==> src/rtl/tach_pulse_gen_pkg.sv <==
// Shared widths, FSM encoding and the clock-dependent ticks-per-minute constant
// for the tachometer pulse generator.
package tach_pkg;

  localparam int unsigned PERIOD_W = 40;
  localparam int unsigned DIV_W    = 48;

  typedef enum logic [1:0] {
    IDLE,
    DIVIDE,
    RUN
  } tach_state_t;

  function automatic logic [PERIOD_W-1:0] ticks_per_min(input int unsigned clk_period_ns);
    logic [63:0] w_ticks;
    w_ticks = 64'd60_000_000_000 / 64'(clk_period_ns);
    return w_ticks[PERIOD_W-1:0];
  endfunction

endpackage

==> src/rtl/tach_pulse_gen_seq_divider.sv <==
// Restoring divider, one quotient bit per clock. The first bit is resolved in the
// start cycle, so the quotient is complete DVD_W-1 clocks after start.
module seq_divider #(
  parameter int unsigned DVD_W = 40,
  parameter int unsigned DVS_W = 48
) (
  input  logic             clk,
  input  logic             rst,
  input  logic             start,
  input  logic [DVD_W-1:0] dividend,
  input  logic [DVS_W-1:0] divisor,
  output logic             done,
  output logic [DVD_W-1:0] quotient
);

  localparam int unsigned CNT_W = $clog2(DVD_W);

  logic             r_busy;
  logic [CNT_W-1:0] r_cnt;
  logic [DVS_W-1:0] r_rem;
  logic [DVD_W-1:0] r_quo;
  logic [DVS_W-1:0] r_dvs;

  logic [DVS_W-1:0] w_src_rem;
  logic [DVD_W-1:0] w_src_quo;
  logic [DVS_W-1:0] w_src_dvs;
  logic [DVS_W:0]   w_trial;
  logic             w_ge;
  logic [DVS_W-1:0] w_nrem;
  logic [DVD_W-1:0] w_nquo;

  // The shifted-out dividend bits and the new quotient bits share r_quo.
  always_comb begin
    w_src_rem = start ? '0       : r_rem;
    w_src_quo = start ? dividend : r_quo;
    w_src_dvs = start ? divisor  : r_dvs;
    w_trial   = {w_src_rem, w_src_quo[DVD_W-1]};
    w_ge      = (w_trial >= {1'b0, w_src_dvs});
    w_nrem    = w_ge ? (w_trial[DVS_W-1:0] - w_src_dvs) : w_trial[DVS_W-1:0];
    w_nquo    = {w_src_quo[DVD_W-2:0], w_ge};
  end

  always_ff @(posedge clk or posedge rst) begin
    if (rst) begin
      r_busy <= 1'b0;
      r_cnt  <= '0;
      r_rem  <= '0;
      r_quo  <= '0;
      r_dvs  <= '0;
    end else if (start) begin
      r_busy <= 1'b1;
      r_cnt  <= CNT_W'(DVD_W - 1);
      r_rem  <= w_nrem;
      r_quo  <= w_nquo;
      r_dvs  <= divisor;
    end else if (r_busy && (r_cnt != '0)) begin
      r_cnt  <= r_cnt - 1'b1;
      r_rem  <= w_nrem;
      r_quo  <= w_nquo;
    end else if (r_busy) begin
      r_busy <= 1'b0;
    end
  end

  assign done     = r_busy && (r_cnt == '0);
  assign quotient = r_quo;

endmodule

==> src/rtl/tach_pulse_gen.sv <==
// Tachometer pulse-train generator: converts an RPM command into a clock-count
// period and emits a glitch-free ~50% square wave at PPR pulses per revolution.
module tach_pulse_gen
  import tach_pkg::*;
#(
  parameter int CLK_PERIOD = 10,
  parameter int PPR        = 20
) (
  input  logic                clk,
  input  logic                rst,
  input  logic [31:0]         rpm_cmd,
  input  logic                cmd_valid,
  output logic                cmd_ready,
  output logic                data,
  output logic [PERIOD_W-1:0] period_clks,
  output logic                running
);

  localparam logic [PERIOD_W-1:0] TICKS_PER_MIN = ticks_per_min(CLK_PERIOD);
  localparam logic [DIV_W-1:0]    PPR_W         = DIV_W'(PPR);

  tach_state_t r_state, w_state_nxt;

  logic                r_data;
  logic                r_running;
  logic [PERIOD_W-1:0] r_period;
  logic [PERIOD_W-1:0] r_phase;
  logic [PERIOD_W-1:0] r_pend;
  logic                r_pend_valid;
  logic                r_stop;

  logic                w_ready;
  logic                w_go;
  logic                w_stop_cmd;
  logic [DIV_W-1:0]    w_divisor;
  logic                w_div_done;
  logic [PERIOD_W-1:0] w_quotient;
  logic [PERIOD_W-1:0] w_q;
  logic                w_boundary;
  logic                w_stop_now;
  logic                w_pend_avail;
  logic [PERIOD_W-1:0] w_pend_val;

  assign w_ready    = (r_state == IDLE) || (r_state == RUN);
  assign w_go       = cmd_valid && w_ready && (rpm_cmd != '0);
  assign w_stop_cmd = cmd_valid && w_ready && (rpm_cmd == '0) && (r_state == RUN);
  assign w_divisor  = DIV_W'(rpm_cmd) * PPR_W;

  seq_divider #(
    .DVD_W (PERIOD_W),
    .DVS_W (DIV_W)
  ) u_div (
    .clk      (clk),
    .rst      (rst),
    .start    (w_go),
    .dividend (TICKS_PER_MIN),
    .divisor  (w_divisor),
    .done     (w_div_done),
    .quotient (w_quotient)
  );

  assign w_q = (w_quotient < PERIOD_W'(2)) ? PERIOD_W'(2) : w_quotient;

  // Boundary is the last cycle of a low phase; a result finishing on that very
  // cycle is forwarded so it is not held back a whole period.
  assign w_boundary   = r_running && !r_data && (r_phase == PERIOD_W'(1));
  assign w_stop_now   = w_boundary && r_stop && !w_go;
  assign w_pend_avail = r_pend_valid || w_div_done;
  assign w_pend_val   = w_div_done ? w_q : r_pend;

  always_ff @(posedge clk or posedge rst) begin
    if (rst) r_state <= IDLE;
    else     r_state <= w_state_nxt;
  end

  always_comb begin
    w_state_nxt = r_state;
    unique case (r_state)
      IDLE:    if (w_go) w_state_nxt = DIVIDE;
      DIVIDE:  if (w_div_done) w_state_nxt = RUN;
      RUN: begin
        if (w_go)            w_state_nxt = DIVIDE;
        else if (w_stop_now) w_state_nxt = IDLE;
      end
      default: w_state_nxt = IDLE;
    endcase
  end

  always_ff @(posedge clk or posedge rst) begin
    if (rst) begin
      r_data       <= 1'b0;
      r_running    <= 1'b0;
      r_period     <= '0;
      r_phase      <= '0;
      r_pend       <= '0;
      r_pend_valid <= 1'b0;
      r_stop       <= 1'b0;
    end else begin
      if (w_go)            r_stop <= 1'b0;
      else if (w_stop_cmd) r_stop <= 1'b1;

      if (w_stop_now) begin
        r_running    <= 1'b0;
        r_data       <= 1'b0;
        r_period     <= '0;
        r_phase      <= '0;
        r_pend_valid <= 1'b0;
        r_stop       <= 1'b0;
      end else if (w_div_done && !r_running) begin
        r_running    <= 1'b1;
        r_data       <= 1'b1;
        r_period     <= w_q;
        r_phase      <= w_q >> 1;
        r_pend_valid <= 1'b0;
      end else if (w_boundary) begin
        r_data <= 1'b1;
        if (w_pend_avail) begin
          r_period     <= w_pend_val;
          r_phase      <= w_pend_val >> 1;
          r_pend_valid <= 1'b0;
        end else begin
          r_phase <= r_period >> 1;
        end
      end else begin
        if (w_div_done) begin
          r_pend       <= w_q;
          r_pend_valid <= 1'b1;
        end
        if (r_running) begin
          if (r_data && (r_phase == PERIOD_W'(1))) begin
            r_data  <= 1'b0;
            r_phase <= r_period - (r_period >> 1);
          end else begin
            r_phase <= r_phase - 1'b1;
          end
        end
      end
    end
  end

  assign cmd_ready   = w_ready;
  assign data        = r_data;
  assign period_clks = r_period;
  assign running     = r_running;

endmodule

==> config.mk <==
export PLATFORM = sky130hd
export DESIGN_NAME = tach_pulse_gen
export DESIGN_NICKNAME = d
export VERILOG_FILES = /design/src/rtl/tach_pulse_gen_pkg.sv /design/src/rtl/tach_pulse_gen_seq_divider.sv /design/src/rtl/tach_pulse_gen.sv
export SDC_FILE = /design/constraint.sdc
export NUM_CORES = 1
export LEC_CHECK = 0
export ABC_AREA = 0
export CAP_MARGIN = 30
export CELL_PAD_IN_SITES_DETAIL_PLACEMENT = 2
export CELL_PAD_IN_SITES_GLOBAL_PLACEMENT = 2
export CORE_MARGIN = 5
export CORE_UTILIZATION = 44
export CTS_CLUSTER_DIAMETER = 80
export DETAILED_ROUTE_END_ITERATION = 7
export DONT_BUFFER_PORTS = 1
export PLACE_DENSITY = 0.87
export SLEW_MARGIN = 25
export SYNTH_ARGS = -nofsm -noshare
export SYNTH_HDL_FRONTEND = slang
export SYNTH_HIERARCHICAL = 1
export SYNTH_SLANG_ARGS = --single-unit
==> constraint.sdc <==
create_clock -name clk -period 16.5 [get_ports clk]
set_input_delay 1.65 -clock clk [delete_from_list [all_inputs] [get_ports clk]]
set_output_delay 1.65 -clock clk [all_outputs]
set_load 0.1 [all_outputs]
==> impl_metrics.py, run 1 <==
metrics = {
    "clock_network": {
        "clock_latency_ns": 0.59,
        "cts_resized": 0,
        "ctsHoldBuffers": 0,
        "htreeDepth": 2,
        "clockRootBuffer": "clkbuf_16",
        "cts.sinks": 269,
        "cts_setup_buffers": 0,
        "cts_tree": "yes",
        "clk_path_buf_depth": 3,
        "cts_buffers": 36,
        "path_clk_slew_ns": 0.07,
    },
    "timing": {
        "finalCriticalPeriod_ns": 8.50,
        "hold_viol_final": 0,
        "holdWs_ns": 0.497,
        "setup_tns_ns": 0,
        "tightest_slew_ns": 1.17,
        "fin_crit_sh": 0.515,
        "setup_ws_ns": 8.00,
        "drv_slew": 0,
        "relSlewSlack": 0.213,
        "setup_viol": 0,
        "finClkSkew_ns": 0.0500,
        "max_freq_mhz": 118,
        "grt_setup_unrepaired": "false",
    },
    "logic_synthesis": {
        "synth.cell_area_um2": 21000,
        "syn_avg_cell_area_um2": 8.64,
        "synth-edff-count": 0,
        "ys_ff_latch": 269,
        "async_flop_share": 1.00,
        "synth.yosys.warnings": 6,
        "synth.distinct_cells": 88,
        "syn_inst": 2426,
        "synthFlopType": "dfrtp_1",
        "synth.yosys.seq_area_share": 0.321,
    },
    "run_status": {
        "outcome": "completed",
    },
    "placement": {
        "place_inst": 3038,
        "io_buffers": 0,
        "gp_congestion": 0.911,
        "placed_area_um2": 22300,
        "pre_cts_slack_ns": 8.18,
        "hpwl_um": 59700,
    },
    "worst_setup_path": {
        "cp.required_ns": 16.89,
        "worst_ep_arrival_time_ns": 8.89,
        "ff2ff_setup_slack_ns": 9.63,
        "endpoint_kind": "flip-flop",
        "cp-start-kind": "input pin",
        "cp.buffers_inverters": 1,
        "path_max_fanout": 46,
        "rr_endpoint": "u_div/r_rem[16]$_DFFE_PP0P_",
        "critical-path-max-stage-delay_ns": 0.64,
        "crit_start": "rpm_cmd[1]",
        "worstPathCellList": "ha_1 > ha_1 > fa_1 > a21o_1 > a21oi_1 > o21bai_1 > a21oi_1 > o41ai_1 > a21oi_1 > a311oi_1 > and3_1 > a211oi_1 > xnor2_1 > mux2i_1 > ha_1 > and3_1 > nand3_1 > or4_1 > nor3_1 > nor4_1 > and3_2 > buf_4 > or2_4 > o21ai_1",
        "rr_startpoint": "r_state[0]$_DFFE_PP0P_",
        "slowest_stage": "and3_2",
        "worstSetupPathType": "in -> reg",
        "r2r_cells": 17,
        "crit_cells": 24,
        "crit_family": "simple AND/OR/NAND/NOR gates",
        "crit_end": "u_div/r_rem[16]$_DFFE_PP0P_",
    },
    "power": {
        "power_mw": 5.07,
        "leakage_nw": 11.2,
        "peakVddDrop_mv": 0.157,
        "p_per_area_nw_per_um2": 212,
    },
    "die": {
        "initial_core_util": 0.442,
        "ios": 78,
        "coreArea_um2": 47400,
        "fp.dieW_um": 228,
        "die_height_um": 228,
        "design.die.area_um2": 52100,
        "placement_rows": 80,
    },
    "layout": {
        "final_area_um2": 23900,
        "n_antenna_cell": 0,
        "nets": 2669,
        "drive_above_1_share": 0.0817,
        "finalNonFillerCells": 3125,
        "fin_util": 0.504,
        "final_common_cell": "dfrtp_1",
        "layout_common_cells": "265 x dfrtp_1, 230 x nand2_1, 180 x a21oi_1",
        "area.growth.synth_to_final_pct": 14.1,
    },
    "routing": {
        "drtIter0Drc": 2052,
        "via_per_inst": 7.12,
        "routed_wl_um": 111000,
        "drc": 0,
        "ant_nets": 0,
        "wl_per_cell_um": 35.4,
        "vias": 22264,
        "drt_pre_antenna_iters": 6,
    },
    "grt": {
        "grt_overflow": 0,
        "grt_pass1_vias": 24291,
        "grt_pass1_wl_um": 150000,
        "grt_antenna_before_repair": 0,
        "grt_max_degree": 137,
        "grt_usage": 0.360,
    },
    "run": {
        "maxCapViolations": 0,
    },
    "worst_hold_path": {
        "hold_class": "reg -> reg",
    },
}
[worst min-delay path by stage]
| stage | to | start | cells after the start | slack [ns] |
|---|---|---|---|---|
| floorplan | r_pend[0]$_DFFE_PP0P_ | r_pend[0]$_DFFE_PP0P_ | 2 | 0.45 |
| global placement | r_pend[0]$_DFFE_PP0P_ | r_pend[0]$_DFFE_PP0P_ | 2 | 0.47 |
| detailed placement | u_div/r_dvs[36]$_DFF_PP0_ | u_div/r_dvs[36]$_DFF_PP0_ | 2 | 0.48 |
| CTS | u_div/r_dvs[36]$_DFF_PP0_ | u_div/r_dvs[36]$_DFF_PP0_ | 2 | 0.50 |
| global route | u_div/r_dvs[42]$_DFF_PP0_ | u_div/r_dvs[42]$_DFF_PP0_ | 2 | 0.54 |
| finish | u_div/r_dvs[36]$_DFF_PP0_ | u_div/r_dvs[36]$_DFF_PP0_ | 2 | 0.50 |
[cell families (layout without fill, tap and decap cells)]
family / Yosys count / after routing / synth area share
and+or+nand+nor: 673 / 673 / 0.161
other: 2 / 53 / 0.000358
muxes: 181 / 181 / 0.0889
buffers and inverters: 252 / 285 / 0.0474
adders and majority gates: 151 / 151 / 0.0911
DFF: 269 / 269 / 0.321
xor gates and xnor gates: 144 / 144 / 0.0602
AOI/OAI and AO/OA: 754 / 754 / 0.230
[layer usage]
layer | vias up | track usage | wire (um)
met5 | - | 0 | 0
li1 | 8867 | - | -
met4 | 0 | 0.220 | 9600
met2 | 1420 | 0.650 | 54100
met3 | 692 | 0.0624 | 7600
met1 | 11285 | 0.393 | 39200
[synth_stat cells (all sizes together), types with 26 or more instances]
cell type	n	area, um^2
a21boi	32	240
a21o	73	548
a21oi	181	910
and3	39	244
buf	35	179
clkbuf	82	308
dfrtp	269	6730
ha	147	1840
inv	134	503
mux2	42	473
mux2i	139	1390
nand2	231	867
nand3	32	160
nand4	27	169
nor2	125	469
nor2b	61	382
nor3	40	210
nor4	33	243
o211ai	44	330
o21ai	198	991
o22ai	26	163
xnor2	91	797
xor2	53	464
[registers in the layout, indices dropped and copies added (netlist names), 2 cells and up]
signal,cells
u_div/r_cnt,6
u_div/quotient,40
r_state,2
u_div/r_rem,48
r_pend,40
r_phase,40
u_div/r_dvs,48
period_clks,40
[report_power, final]
part	switching [mW]	internal (mW)	total [mW]
sequential	0.280	0.893	1.17
clock	0.362	0.520	0.882
combinational	1.96	1.05	3.02
total	2.61	2.47	5.07
[tightest hold or removal path, delay by kind of cell (launching register included)]
family / cells / cell delay, ns
buffers and inverters: 1 / 0.06
DFF: 1 / 0.32
muxes: 1 / 0.08
[area by class of cell]
cell class,instances,area (um^2)
Tap cell,615,769
Fill cell,4973,23500
Multi-Input combinational cell,1956,13400
Sequential cell,269,6740
Timing Repair Buffer,86,1180
Clock buffer,53,1080
Clock inverter,11,176
Inverter,135,522
Power figures use the tool's default switching activity.
==> run 2, diff against run 1 <==
CORE_UTILIZATION = 37   (was 44)
PLACE_DENSITY = 0.78   (was 0.87)
clock period = 7.5 ns   (was 16.5 ns; I/O delays follow)
==> run 2 against run 1 <==
Against the previous run: sequential power increased by 110%; routed wire length decreased by 29%; clock-buffer cell count increased by 3; final cell count increased by 4.6%; die area increased by 18%; register-to-register slack got worse by 7.9 ns; largest cell class unchanged; clock skew decreased by 0.017 ns; critical endpoint is now u_div/r_rem[37]$_DFFE_PP0P_.
==> impl_metrics.py, run 2 (synthesized netlist as in run 1, its figures left out) <==
metrics = {
    "run_status": {
        "outcome": "completed",
    },
    "placement": {
        "hpwl_um": 56200,
        "place_inst": 3181,
        "gp_congestion": 0.844,
        "io_buffers": 0,
    },
    "worst_setup_path": {
        "worstPathCellList": "ha_1 > ha_1 > fa_1 > a21o_1 > a21oi_1 > o21bai_1 > a21oi_1 > o21ai_0 > a21oi_1 > o21ai_0 > a21boi_0 > xnor2_1 > mux2i_1 > ha_1 > nand2_1 > or3b_1 > or4_1 > nor3_1 > nor4_1 > and3_2 > buf_4 > and3_1 > a21oi_1 > o22ai_1",
        "critical-path-max-stage-delay_ns": 0.57,
        "ff2ff_setup_slack_ns": 1.75,
        "path_max_fanout": 32,
        "worstSetupPathType": "in -> reg",
        "cp-start-kind": "input pin",
        "worst_ep_arrival_time_ns": 7.15,
        "cp_common_cell": "a21oi_1",
        "cp.required_ns": 7.88,
        "endpoint_kind": "flip-flop",
        "slowest_stage": "or4_1",
    },
    "layout": {
        "final_common_cell": "dfrtp_1",
        "finalNonFillerCells": 3269,
        "fin_util": 0.427,
        "n_antenna_cell": 0,
        "top_regs": "u_div/r_dvs (48), u_div/r_rem (48)",
        "drive_above_1_share": 0.0840,
        "nets": 2672,
        "area.growth.synth_to_final_pct": 14.7,
        "layout_common_cells": "266 x dfrtp_1, 230 x nand2_1, 180 x a21oi_1",
    },
    "power": {
        "sw_frac_of_total": 0.468,
        "p_per_area_nw_per_um2": 425,
        "power_frac_seq": 0.238,
        "leakage_nw": 11.2,
        "power_mw": 10.2,
        "pwr-share-comb": 0.577,
        "p_int_mw": 5.44,
        "p_clk_frac": 0.184,
        "peakVddDrop_mv": 0.395,
        "switching_power_mw": 4.79,
    },
    "timing": {
        "drv_slew": 0,
        "finalCriticalPeriod_ns": 6.78,
        "tightest_slew_ns": 1.03,
        "hold_viol_final": 0,
        "fin_crit_sh": 0.903,
        "relSlewSlack": 0.314,
        "grt_setup_unrepaired": "false",
        "max_freq_mhz": 148,
        "setup_viol": 0,
        "finClkSkew_ns": 0.0334,
        "setup_tns_ns": 0,
    },
    "die": {
        "design.die.area_um2": 61500,
        "initial_core_util": 0.373,
        "placement_rows": 87,
        "fp.dieW_um": 248,
        "coreArea_um2": 56300,
        "die_height_um": 248,
        "ios": 78,
    },
    "grt": {
        "grt_antenna_before_repair": 0,
        "grt_pass1_vias": 21704,
        "grt_max_degree": 90,
        "grt_pass1_wl_um": 124000,
        "grt_usage": 0.251,
        "grt_overflow": 0,
    },
    "clock_network": {
        "path_clk_slew_ns": 0.05,
        "cts.sinks": 269,
        "htreeDepth": 2,
        "cts_tree": "yes",
        "clk_path_buf_depth": 3,
        "ctsHoldBuffers": 0,
        "clock_latency_ns": 0.57,
        "cts_resized": 0,
        "clockRootBuffer": "clkbuf_16",
        "cts_setup_buffers": 0,
        "cts_buffers": 39,
    },
    "routing": {
        "drtIter0Drc": 813,
        "ant_nets": 0,
        "drt_pre_antenna_iters": 5,
        "routed_wl_um": 78700,
        "wl_per_cell_um": 24.1,
        "vias": 19295,
        "drc": 0,
        "via_per_inst": 5.90,
    },
    "worst_hold_path": {
        "hold_class": "in -> async",
    },
    "run": {
        "maxCapViolations": 0,
    },
}
## run 2: cell types whose count changed in the layout (fill, tap and decap cells not counted), sizes merged
| cell | previous run | this run |
|---|---|---|
| clkinvlp | 0 | 3 |
| inv | 135 | 136 |
| clkbuf | 62 | 60 |
| bufinv | 4 | 2 |
| dlygate4sd3 | 0 | 1 |
| buf | 77 | 81 |
| clkinv | 7 | 5 |
## run 2: area by class of cell
class                   count  area (um^2)
fillers                  6235        32200
multi-input cells        1956        13400
flip-flops and latches    269         6740
clock buffers              56         1150
repair buffers             86         1120
well taps                 756          946
inverters                 135          522
clock inverters            11          131
## run 2: critical path: cells and delay by family
family	cells	cell delay, ns
AO/OA/AOI/OAI	10	2.11
XOR/XNOR	1	0.17
adder cells (fa/ha/maj)	4	1.37
buffers and inverters	1	0.31
multiplexers	1	0.14
AND/OR/NAND/NOR	7	2.31
## run 2: worst paths after layout
check                           cells past startpoint                     endpoint                      start
min in group clk                                    2     u_div/r_dvs[3]$_DFF_PP0_                 rpm_cmd[1]
worst min-delay path                                1       r_state[1]$_DFFE_PP0P_                        rst
worst max-delay path                               24  u_div/r_rem[37]$_DFFE_PP0P_                 rpm_cmd[1]
worst max register to register                     18  u_div/r_rem[47]$_DFFE_PP0P_     r_state[0]$_DFFE_PP0P_
max in group asynchronous                           3  u_div/r_rem[42]$_DFFE_PP0P_                        rst
worst min register to register                      2    u_div/r_dvs[43]$_DFF_PP0_  u_div/r_dvs[43]$_DFF_PP0_
## run 2: per-layer routing
| metal | GRT usage | vias to the layer above | part of all wire |
|---|---|---|---|
| li1 | - | 8872 | - |
| met1 | 0.294 | 9967 | 0.41 |
| met2 | 0.466 | 316 | 0.52 |
| met3 | 0.0349 | 140 | 0.035 |
| met4 | 0.0899 | 0 | 0.033 |
| met5 | 0 | - | 0 |
## run 2: power by group through the flow
stage                     registers [mW]  clock network [mW]  logic, mW
after floorplan                     2.23                   0       4.39
after global placement              2.40                   0       5.49
after detailed placement            2.44                   0       5.83
after CTS                           2.42                1.93       5.91
after global routing                2.49                2.00       6.49
final                               2.44                1.89       5.91
## run 2: through the flow
stage / instance area (um^2) / setup WS [ns] / hold slack (ns)
2_1_floorplan: 21200 / 1.56 / 0.448
3_3_place_gp: 21900 / 0.707 / 0.465
3_5_place_dp: 22400 / 0.246 / 0.480
4_1_cts: 23700 / 0.675 / 0.187
5_1_grt: 24100 / 0.203 / 0.193
6_report: 24100 / 0.724 / 0.156
